File: src/rtl/prng_pkg.sv
`default_nettype none
// ============================================================================
// Module      : prng_pkg
// Description : Shared constants for the PRNG datapath: universal shift
//               register select encodings and the default collector width.
// Revision    : 1.0 - initial release
// ============================================================================
package prng_pkg;

    // Universal shift register select encodings
    localparam logic [1:0] SEL_HOLD = 2'b00;
    localparam logic [1:0] SEL_CMPL = 2'b01;
    localparam logic [1:0] SEL_SHR  = 2'b10;
    localparam logic [1:0] SEL_SHL  = 2'b11;

    // Default number of serial bits packed into one word
    localparam int c_default_word_w = 4;

endpackage : prng_pkg
`default_nettype wire

File: src/rtl/serial_word_collector_fifo.sv
`default_nettype none
// ============================================================================
// Module      : sync_fifo
// Description : Single-clock FIFO with wrap-bit pointers. The head entry is
//               presented on dout and forced to zero while the FIFO is empty.
// Revision    : 1.0 - initial release
// ============================================================================
module sync_fifo #(
    parameter int WIDTH = 4,
    parameter int DEPTH = 4
) (
    input  logic                         clk,
    input  logic                         rst,
    input  logic                         push,
    input  logic [WIDTH-1:0]             din,
    input  logic                         pop,
    output logic [WIDTH-1:0]             dout,
    output logic                         full,
    output logic                         empty,
    output logic [$clog2(DEPTH+1)-1:0]   level
);

    localparam int AW = $clog2(DEPTH);

    logic [WIDTH-1:0] r_mem [DEPTH];
    logic [AW:0]      r_wr_ptr;
    logic [AW:0]      r_rd_ptr;
    logic             w_do_pop;
    logic             w_do_push;

    // Status flags and qualified push/pop; a push into a full FIFO only
    // succeeds when the head leaves in the same cycle.
    always_comb begin
        empty     = (r_wr_ptr == r_rd_ptr);
        full      = (r_wr_ptr[AW] != r_rd_ptr[AW]) &&
                    (r_wr_ptr[AW-1:0] == r_rd_ptr[AW-1:0]);
        w_do_pop  = pop && !empty;
        w_do_push = push && (!full || w_do_pop);
        level     = r_wr_ptr - r_rd_ptr;
        dout      = empty ? '0 : r_mem[r_rd_ptr[AW-1:0]];
    end

    // Storage array; contents are only read once written, so no reset
    always_ff @(posedge clk) begin
        if (w_do_push) begin
            r_mem[r_wr_ptr[AW-1:0]] <= din;
        end
    end

    // Read and write pointers with extra wrap bit
    always_ff @(posedge clk) begin
        if (rst) begin
            r_wr_ptr <= '0;
            r_rd_ptr <= '0;
        end else begin
            if (w_do_push) r_wr_ptr <= r_wr_ptr + 1'b1;
            if (w_do_pop)  r_rd_ptr <= r_rd_ptr + 1'b1;
        end
    end

endmodule : sync_fifo
`default_nettype wire

File: src/rtl/serial_word_collector.sv
`default_nettype none
// ============================================================================
// Module      : serial_word_collector
// Description : Packs qualified serial bits into WORD_W-bit words (MSB- or
//               LSB-first, order latched per word), queues completed words
//               in a FIFO and hands them out over valid/ready.
// Revision    : 1.0 - initial release
// ============================================================================
module serial_word_collector
    import prng_pkg::*;
#(
    parameter int WORD_W = c_default_word_w,
    parameter int DEPTH  = 4
) (
    input  logic                          clk,
    input  logic                          rst,
    input  logic                          bit_in,
    input  logic                          bit_valid,
    input  logic                          msb_first,
    input  logic                          flush,
    output logic [WORD_W-1:0]             word_dout,
    output logic                          word_valid,
    input  logic                          word_ready,
    output logic [$clog2(WORD_W+1)-1:0]   bit_count,
    output logic [$clog2(DEPTH+1)-1:0]    fifo_level,
    output logic                          overflow
);

    localparam int              CW         = $clog2(WORD_W+1);
    localparam logic [CW-1:0]   c_last_idx = CW'(WORD_W-1);

    logic [WORD_W-1:0] r_shreg;
    logic [WORD_W-1:0] w_shreg_next;
    logic [CW-1:0]     r_count;
    logic              r_msb;
    logic              w_msb_eff;
    logic              w_accept;
    logic              w_last;
    logic              w_push;
    logic              w_pop;
    logic              w_full;
    logic              w_empty;
    logic              r_overflow;

    // Next assembly value; the bit order is taken live on the first bit of
    // a word and from the latched copy for the rest of it.
    always_comb begin
        w_accept     = bit_valid && !flush;
        w_msb_eff    = (r_count == '0) ? msb_first : r_msb;
        w_shreg_next = w_msb_eff ? {r_shreg[WORD_W-2:0], bit_in}
                                 : {bit_in, r_shreg[WORD_W-1:1]};
        w_last       = (r_count == c_last_idx);
        w_push       = w_accept && w_last;
        w_pop        = !w_empty && word_ready;
    end

    // Assembly register, bit counter and per-word order latch
    always_ff @(posedge clk) begin
        if (rst) begin
            r_shreg <= '0;
            r_count <= '0;
            r_msb   <= 1'b0;
        end else if (flush) begin
            r_shreg <= '0;
            r_count <= '0;
        end else if (bit_valid) begin
            r_shreg <= w_shreg_next;
            if (r_count == '0) r_msb <= msb_first;
            r_count <= w_last ? '0 : r_count + 1'b1;
        end
    end

    // Sticky flag: a completed word found the FIFO full with no pop to free a slot
    always_ff @(posedge clk) begin
        if (rst) begin
            r_overflow <= 1'b0;
        end else if (w_push && w_full && !w_pop) begin
            r_overflow <= 1'b1;
        end
    end

    sync_fifo #(
        .WIDTH (WORD_W),
        .DEPTH (DEPTH)
    ) u_fifo (
        .clk   (clk),
        .rst   (rst),
        .push  (w_push),
        .din   (w_shreg_next),
        .pop   (w_pop),
        .dout  (word_dout),
        .full  (w_full),
        .empty (w_empty),
        .level (fifo_level)
    );

    assign word_valid = !w_empty;
    assign bit_count  = r_count;
    assign overflow   = r_overflow;

endmodule : serial_word_collector
`default_nettype wire
File: config.mk
export PLATFORM = sky130hd
export DESIGN_NAME = serial_word_collector
export DESIGN_NICKNAME = d
export VERILOG_FILES = /design/src/rtl/prng_pkg.sv /design/src/rtl/serial_word_collector_fifo.sv /design/src/rtl/serial_word_collector.sv
export SDC_FILE = /design/constraint.sdc
export NUM_CORES = 1
export LEC_CHECK = 0
export CORE_MARGIN = 5
export CORE_UTILIZATION = 25
export CTS_CLUSTER_DIAMETER = 30
export DETAILED_ROUTE_END_ITERATION = 8
export SLEW_MARGIN = 20
export SYNTH_ARGS = -nofsm -noshare
export SYNTH_HDL_FRONTEND = slang
export SYNTH_SLANG_ARGS = --single-unit
File: constraint.sdc
create_clock -name clk -period 2.11 [get_ports clk]
set_clock_uncertainty 0.1 [all_clocks]
set_input_delay 0.422 -clock clk [delete_from_list [all_inputs] [get_ports clk]]
set_output_delay 0.422 -clock clk [all_outputs]
set_load 0.1 [all_outputs]
Word-level counts from Yosys, hierarchy flattened
Memory sizes are Yosys's and may differ from the RTL's. A register that Yosys moved wholly into a read port is not among the register bits.
Index checks and enable logic that the tools add are counted.
{"block": "word_totals", "ram_bits": 16, "out_inout_bits": 12, "register_bits": 15, "n_memories": 1, "wordCells": 40}
{"block": "op_classes", "reduce_logical": 16, "n_addsub": 4, "n_eq_ne": 4, "bitwise": 1, "mux": 8}
{"name": "u_fifo.r_mem", "words": 4, "word_bits": 4, "read_ports": 1, "rd_clocked_by_memory_dff": 1, "wr": 1, "line": "serial_word_collector_fifo.sv:25", "text": "logic [WIDTH-1:0] r_mem [DEPTH];"}
{"cell": "3-bit by 1-bit adder with 3-bit output, second input constant", "count": 3}
{"cell": "1-bit logical AND", "count": 8}
{"cell": "4-bit two-way mux", "count": 2}
{"cell": "1-bit zero test", "count": 4}
{"cell": "2-bit two-way mux", "count": 2}
{"cell": "3-bit by 2-bit == test with 1-bit output, second input constant", "count": 1}
{"cell": "3-bit == test", "count": 1}
{"cell": "3-bit zero test", "count": 1}
{"cell": "1-bit two-way mux", "count": 3}
{"cell": "3-bit two-way mux", "count": 1}
{"cell": "3-bit subtractor", "count": 1}
{"cell": "2-bit == test", "count": 1}
{"cell": "2-bit AND reduction", "count": 1}
{"cell": "2-bit OR reduction", "count": 1}
{"cell": "1-bit logical OR", "count": 1}
{"cell": "1-bit inequality test", "count": 1}
{"cell": "1-bit inverter", "count": 1}

Logic depth before layout (Yosys ltp)
Gate-level depths: netlist of the first run.
{"block": "logic_depth", "depth_word": 8, "depth_mapped": 6}

Cells and area by module
A second synthesis of the first run with hierarchy kept.
{"block": "unflattened", "hier_cells": 128, "hier_area_um2": 1627.8}
{"mod": "sync_fifo", "area_per_inst_um2": 1151.1, "cells_per_inst": 81, "instances": 1}
{"mod": "serial_word_collector", "area_per_inst_um2": 476.7, "cells_per_inst": 47, "instances": 1}

Worst setup path after synthesis of the first run
OpenSTA, ideal clock, no wires.
{"block": "synth_path", "path_kind": "register -> output", "startpoint": "reg u_fifo.r_wr_ptr[0]", "endpoint": "out fifo_level[2]", "required_ns": 1.588, "arrival_time_ns": 2.596, "stages_incl_launch_ff": 5, "slack_ns": -1.008, "cell_sequence": "dfxtp_1 inv_1 ha_1 fa_1 xnor2_1"}
{"block": "synth_between", "elab_chain_cells": 1}
{"item": "from (decl)", "line": "serial_word_collector_fifo.sv:26", "text": "logic [AW:0] r_wr_ptr;"}
{"item": "from (signal assigned)", "line": "serial_word_collector_fifo.sv:56", "text": "if (w_do_push) r_wr_ptr <= r_wr_ptr + 1'b1;"}
{"item": "3-bit subtractor", "line": "serial_word_collector_fifo.sv:39", "text": "level = r_wr_ptr - r_rd_ptr;"}
{"item": "to (decl)", "line": "serial_word_collector.sv:25", "text": "output logic [$clog2(DEPTH+1)-1:0] fifo_level,"}
Every way passes these cells.

Worst setup path in the final report of the first run
{"block": "layout_path", "startpoint": "reg u_fifo.r_wr_ptr[0]", "endpoint": "out fifo_level[1]"}
The elaborated chain is that of the path after synthesis.

==> results.toml, run 1 <==
[status]
violations = "setup timing"
status = "finished, violations left"

[critical_path]
cpPeakStageDelay_ns = 0.54
crit_arrival_ns = 1.62
reg2reg_to = "r_shreg[1]"
critPathSlowestCell = "fa_2"
crit_path_start_kind = "register"
worst_r2r_path_depth = 7
worstSetupPathType = "register to output port"
r2r-start = "bit_count[0]"
cp-end-kind = "output port"
worstPathMaxFanout = 2
critPathRequiredTime_ns = 1.59
path_cells = "inv_2, ha_4, fa_2, clkinvlp_4, buf_12"
ff2ff_setup_slack_ns = 0.22

[global_routing]
use_met1_pct = 9.92
grt_max_degree = 13
grt_pass1_wl_um = 4790
gr-usage-all-layers_pct = 8.31
grt_util_met3_pct = 2.82
global_route.overflow_total = 0
grt_pass1_vias = 996
grt.busiest_layer = "met2"
grt_antenna_before_repair = 0
grtUsageMet2_pct = 13.3

[finish]
drive_gt1_share_pct = 45.8
fin_cells = 228
utilization_pct = 36.6
nets = 169
fin_area_um2 = 2170
n_antenna_cell = 0
nFillCells = 581
syn_to_final_growth_pct = 41.9

[power]
p_per_area_nw_per_um2 = 667
ir_worst_vdd_v = 0.000367
cellLeakagePower_nw = 0.831

[logic_synthesis]
synth.distinct_cells = 33
ys_ff_latch = 33
yosysWarnings = 0
syn_inst = 121
avgSynthCellArea_um2 = 12.6
syn_nets = 138
syn-cell-area_um2 = 1530
seq_area_frac_synth_pct = 53.7

[routing]
vias = 956
drt_iter0_drc = 39
routed_wirelength_um = 2770
drc_errors = 0
antenna_left = 0
via_per_inst = 4.19
routedWlPerCell_um = 12.2
dr.pass1.iters = 4

[min_path]
hp-start = "overflow"
hold-path-endpoint = "overflow"
hold_depth = 2
hp-class = "register to register"

[clock_network]
clock_latency_ns = 0.29
cts_inserted_buffers = 5
path_clk_slew_ns = 0.07
htreeDepth = 2
cts_root_buf = "clkbuf_8"
cts_tree = "done"
clkSinkCount = 33
clock_path_buffers = 2
cts_hold_buffers = 0

[sta]
setup_violations = 1
fin_crit_ns = 2.14
timing_hold_violations_final = 0
finalCritPeriodShare_pct = 101
rsz0062_at_grt = "yes"
fin_ws_ns = -0.0284
slew_violations = 0
hold_slack_ns = 0.389
slew_headroom_pct = 82.1
max_freq_mhz = 468
worstMarginPinSlew_ns = 0.267

[floorplan]
core_um2 = 5920
die_area_um2 = 7780
std_cell_rows = 28
initial_core_util_pct = 25.8
fp.dieW_um = 88.2
die-height_um = 88.2
ios = 19

[placed_design]
place_congestion = 0.713
dp_hpwl_um = 2140
dp_cells = 218
io_buffer_count = 18
placed_area_um2 = 1950
dp_slack_ns = 0.121

[flow_run]
cap_violations = 0
state kept, by name (all words and copies together), names as in the netlist, named ones only:
| name | count |
|---|---|
| u_fifo.r_wr_ptr | 3 |
| bit_count | 3 |
| u_fifo.r_mem | 16 |
| u_fifo.r_rd_ptr | 3 |
| r_msb | 1 |
| overflow | 1 |
| r_shreg | 4 |
placed cells by master (no fill, tap or decap), types with 3 or more instances in the layout:
cell and count:
inv_1 7, o21ba_2 4, nor3_1 3, and2_2 3, edfxtp_1 16, clkdlybuf4s50_1 6
dfxtp_1 9, buf_12 8, dfxtp_2 6, clkbuf_8 5, buf_4 12, mux2_2 5
nor2b_4 4, mux4_2 4, ha_1 7, nand2_1 4, mux2i_1 3, nor2_1 12
o21ai_0 4
repair_timing:
action	4_1_cts	5_1_grt
gates resized for setup	15	2
buffers inserted	2	0
pin swaps	3	2
setup endpoints to repair	7	7
cloned	0	0
worst max-delay path, delay by kind of cell, from the launching register on:
kind	cells	cell delay [ns]
flip-flops	1	0.33
adder cells (fa/ha/maj)	2	0.69
buffers and inverters	3	0.31
metrics by stage:
step,setup TNS [ns],power [W]
after detailed placement,0,0.000770
after CTS,-0.147,0.00147
after floorplan,-1.16,0.000735
after global placement,0,0.000770
after global routing,-0.164,0.00151
final,-0.0284,0.00145
how the worst max path moves through the flow:
stage                               to  cells after the start  slack [ns]                from
global route             fifo_level[1]                      5       -0.08  u_fifo.r_wr_ptr[0]
CTS                      fifo_level[1]                      5       -0.09  u_fifo.r_wr_ptr[0]
detailed placement       fifo_level[2]                      5        0.12  u_fifo.r_wr_ptr[0]
global placement    u_fifo.r_mem[1][0]                      4        0.14               flush
floorplan                 word_dout[0]                      4       -0.25  u_fifo.r_wr_ptr[0]
finish                   fifo_level[1]                      5       -0.03  u_fifo.r_wr_ptr[0]
synthesized netlist by cell type:
library cell | n | area (µm²)
nand2_1 | 4 | 15.0
and3_1 | 1 | 6.26
and2_2 | 3 | 22.5
mux4_2 | 4 | 90.1
edfxtp_1 | 16 | 480
nand3_1 | 1 | 5.00
xnor2_1 | 3 | 26.3
o21ba_2 | 4 | 40.0
nand2b_1 | 1 | 6.26
ha_1 | 9 | 113
o21ai_0 | 4 | 20.0
a211oi_1 | 1 | 7.51
and2_4 | 1 | 8.76
a31o_2 | 1 | 8.76
a21oi_1 | 1 | 5.00
inv_1 | 10 | 37.5
xor2_1 | 1 | 8.76
and3_2 | 1 | 7.51
xnor2_2 | 1 | 16.3
or2b_1 | 1 | 7.51
nor3_1 | 3 | 15.0
nor2b_1 | 5 | 31.3
buf_1 | 1 | 3.75
mux2i_1 | 3 | 30.0
fa_1 | 1 | 20.0
a31oi_1 | 2 | 12.5
nor2_1 | 12 | 45.0
o21ai_2 | 1 | 8.76
and4bb_2 | 1 | 12.5
o31a_4 | 1 | 17.5
clkbuf_1 | 1 | 3.75
dfxtp_1 | 17 | 340
mux2_2 | 5 | 56.3
kinds of logic (layout without fill, tap and decap cells):
kind of cell,Yosys count,after routing,synth area share [%]
AND/OR/NAND/NOR,34,34,11.9
XOR/XNOR,5,5,3.36
adder cells (fa/ha/maj),10,10,8.67
multiplexers,12,12,11.5
AO/OA/AOI/OAI,15,15,7.86
flip-flops,33,33,53.7
buffers and inverters,12,44,2.95
where the power goes:
| group | internal, W | total [W] | switching, W |
|---|---|---|---|
| clock network | 0.000469 | 0.000691 | 0.000222 |
| logic | 0.0000358 | 0.0000763 | 0.0000405 |
| registers | 0.000675 | 0.000679 | 0.00000341 |
| total | 0.00118 | 0.00145 | 0.000266 |
layer usage:
layer	share of wire (%)	up-vias
met4	2.5	0
met3	4.9	6
met5	0	-
li1	-	482
met1	43	450
met2	49	18
layout make-up:
| class | instances | area, µm² | share of cell area (%) |
|---|---|---|---|
| clock buffers | 5 | 68.8 | 3.17 |
| clock inverters | 3 | 65.1 | 3.00 |
| inverters | 10 | 41.3 | 1.90 |
| multi-input cells | 76 | 754 | 34.8 |
| flip-flops and latches | 33 | 836 | 38.5 |
| well taps | 75 | 93.8 | 4.33 |
| repair buffers | 26 | 310 | 14.3 |
(Power assumes the default switching activity.)
==> run 2: changes to the inputs <==
--- a/config.mk
+++ b/config.mk
@@ -5,7 +5,7 @@
 export SDC_FILE = /design/constraint.sdc
 export NUM_CORES = 1
 export LEC_CHECK = 0
-export CORE_MARGIN = 5
+export CORE_MARGIN = 2
 export CORE_UTILIZATION = 25
 export CTS_CLUSTER_DIAMETER = 30
 export DETAILED_ROUTE_END_ITERATION = 8
==> run 2 against run 1 <==
The run still ends with setup timing left. Global-route usage rose by 0.76 points. Via count grew 0.63%. Non-clock buffer count fell by 1.
==> results.toml, run 2 (synthesis results as in run 1) <==
[global_routing]
global_route.overflow_total = 0
gr-usage-all-layers_pct = 9.07
grt_pass1_vias = 951
grt_antenna_before_repair = 0
grt_max_degree = 13
grt_pass1_wl_um = 4380

[placed_design]
dp_hpwl_um = 2050
dp_slack_ns = 0.117
io_buffer_count = 18
place_congestion = 0.777

[finish]
largest_reg_flops = 16
nets = 168
layout_common_cells = "edfxtp_1 (16), nor2_1 (12), buf_4 (11)"
layout.cells.most_common = "edfxtp_1"
drive_gt1_share_pct = 42.1
n_antenna_cell = 0
nFillCells = 570
utilization_pct = 35.4
syn_to_final_growth_pct = 37.2

[sta]
setup_tns_ns = -0.0275
fin_ws_ns = -0.0266
worstMarginPinSlew_ns = 0.311
fin_crit_ns = 2.14
slew_violations = 0
timing_hold_violations_final = 0
slew_headroom_pct = 79.2
finalCritPeriodShare_pct = 101
rsz0062_at_grt = "yes"
hold_slack_ns = 0.385
max_freq_mhz = 468
setup_violations = 2

[routing]
drc_errors = 0
routed_wirelength_um = 2600
vias = 962
via_per_inst = 4.24
antenna_left = 0
drt_iter0_drc = 36
routedWlPerCell_um = 11.5
dr.pass1.iters = 4

[floorplan]
initial_core_util_pct = 25.8
core_um2 = 5920
die_area_um2 = 6760
die-height_um = 82.2
fp.dieW_um = 82.2
std_cell_rows = 28
ios = 19

[clock_network]
cts_hold_buffers = 0
cts_tree = "done"
clkSinkCount = 33
path_clk_slew_ns = 0.06
cts_root_buf = "clkbuf_8"
clock_latency_ns = 0.28
htreeDepth = 2
cts_inserted_buffers = 5
clock_path_buffers = 2

[power]
cellLeakagePower_nw = 0.797
p_per_area_nw_per_um2 = 566
ir_worst_vdd_v = 0.000190
p_total_w = 0.00119

[critical_path]
worstSetupPathType = "register to output port"
worstPathMaxFanout = 2
crit_path_start_kind = "register"
critPathRequiredTime_ns = 1.59
crit_arrival_ns = 1.61
cp-end-kind = "output port"

[flow_run]
cap_violations = 0

[min_path]
hp-class = "register to register"

[status]
violations = "setup timing"
status = "finished, violations left"
-- run 2: path summary, 6_finish.rpt --
kind | startpoint | end | slack, ns | cells past startpoint
max reg2reg | bit_count[0] | r_shreg[1] | 0.23 | 7
max | u_fifo.r_wr_ptr[0] | fifo_level[1] | -0.03 | 5
min reg2reg | overflow | overflow | 0.38 | 2
min | overflow | overflow | 0.38 | 2
-- run 2: area by class of cell --
cell class / count / area (µm²) / area share (%)
clock buffers: 8 / 80.1 / 3.82
inverters: 10 / 41.3 / 1.97
multi-input cells: 76 / 742 / 35.4
flip-flops and latches: 33 / 838 / 40.0
well taps: 75 / 93.8 / 4.47
repair buffers: 25 / 303 / 14.4
-- run 2: power breakdown --
part	leakage [nW]	switching, W	internal, W
Sequential	0.286	0.00000325	0.000675
Clock	0.0395	0.000200	0.000234
Combinational	0.471	0.0000413	0.0000358
Total	0.797	0.000244	0.000944
-- run 2: metrics by stage --
| stage | cells | area (µm²) |
|---|---|---|
| 2_1_floorplan | 121 | 1570 |
| 3_3_place_gp | 218 | 1950 |
| 3_5_place_dp | 218 | 1950 |
| 4_1_cts | 227 | 2090 |
| 5_1_grt | 227 | 2100 |
| 6_report | 227 | 2100 |
-- run 2: what timing repair did --
item                                    in CTS  in global routing
buffers inserted                             1                  0
resized for setup                           14                  2
endpoints found under the setup margin       7                  7
endpoints found under the hold margin        0                  0
pin swaps                                    3                  2
-- run 2: critical path: stages (launching register included) --
cell and delay (ns):
dfxtp_2 0.33, inv_2 0.05, ha_4 0.15, fa_2 0.54
clkinvlp_4 0.09, buf_12 0.17
-- run 2: metal layers --
layer	global-route usage (%)	part of all wire [%]
met3	3.59	5.2
met1	10.9	45
met4	4.50	2.3
met2	14.1	48
met5	0	0
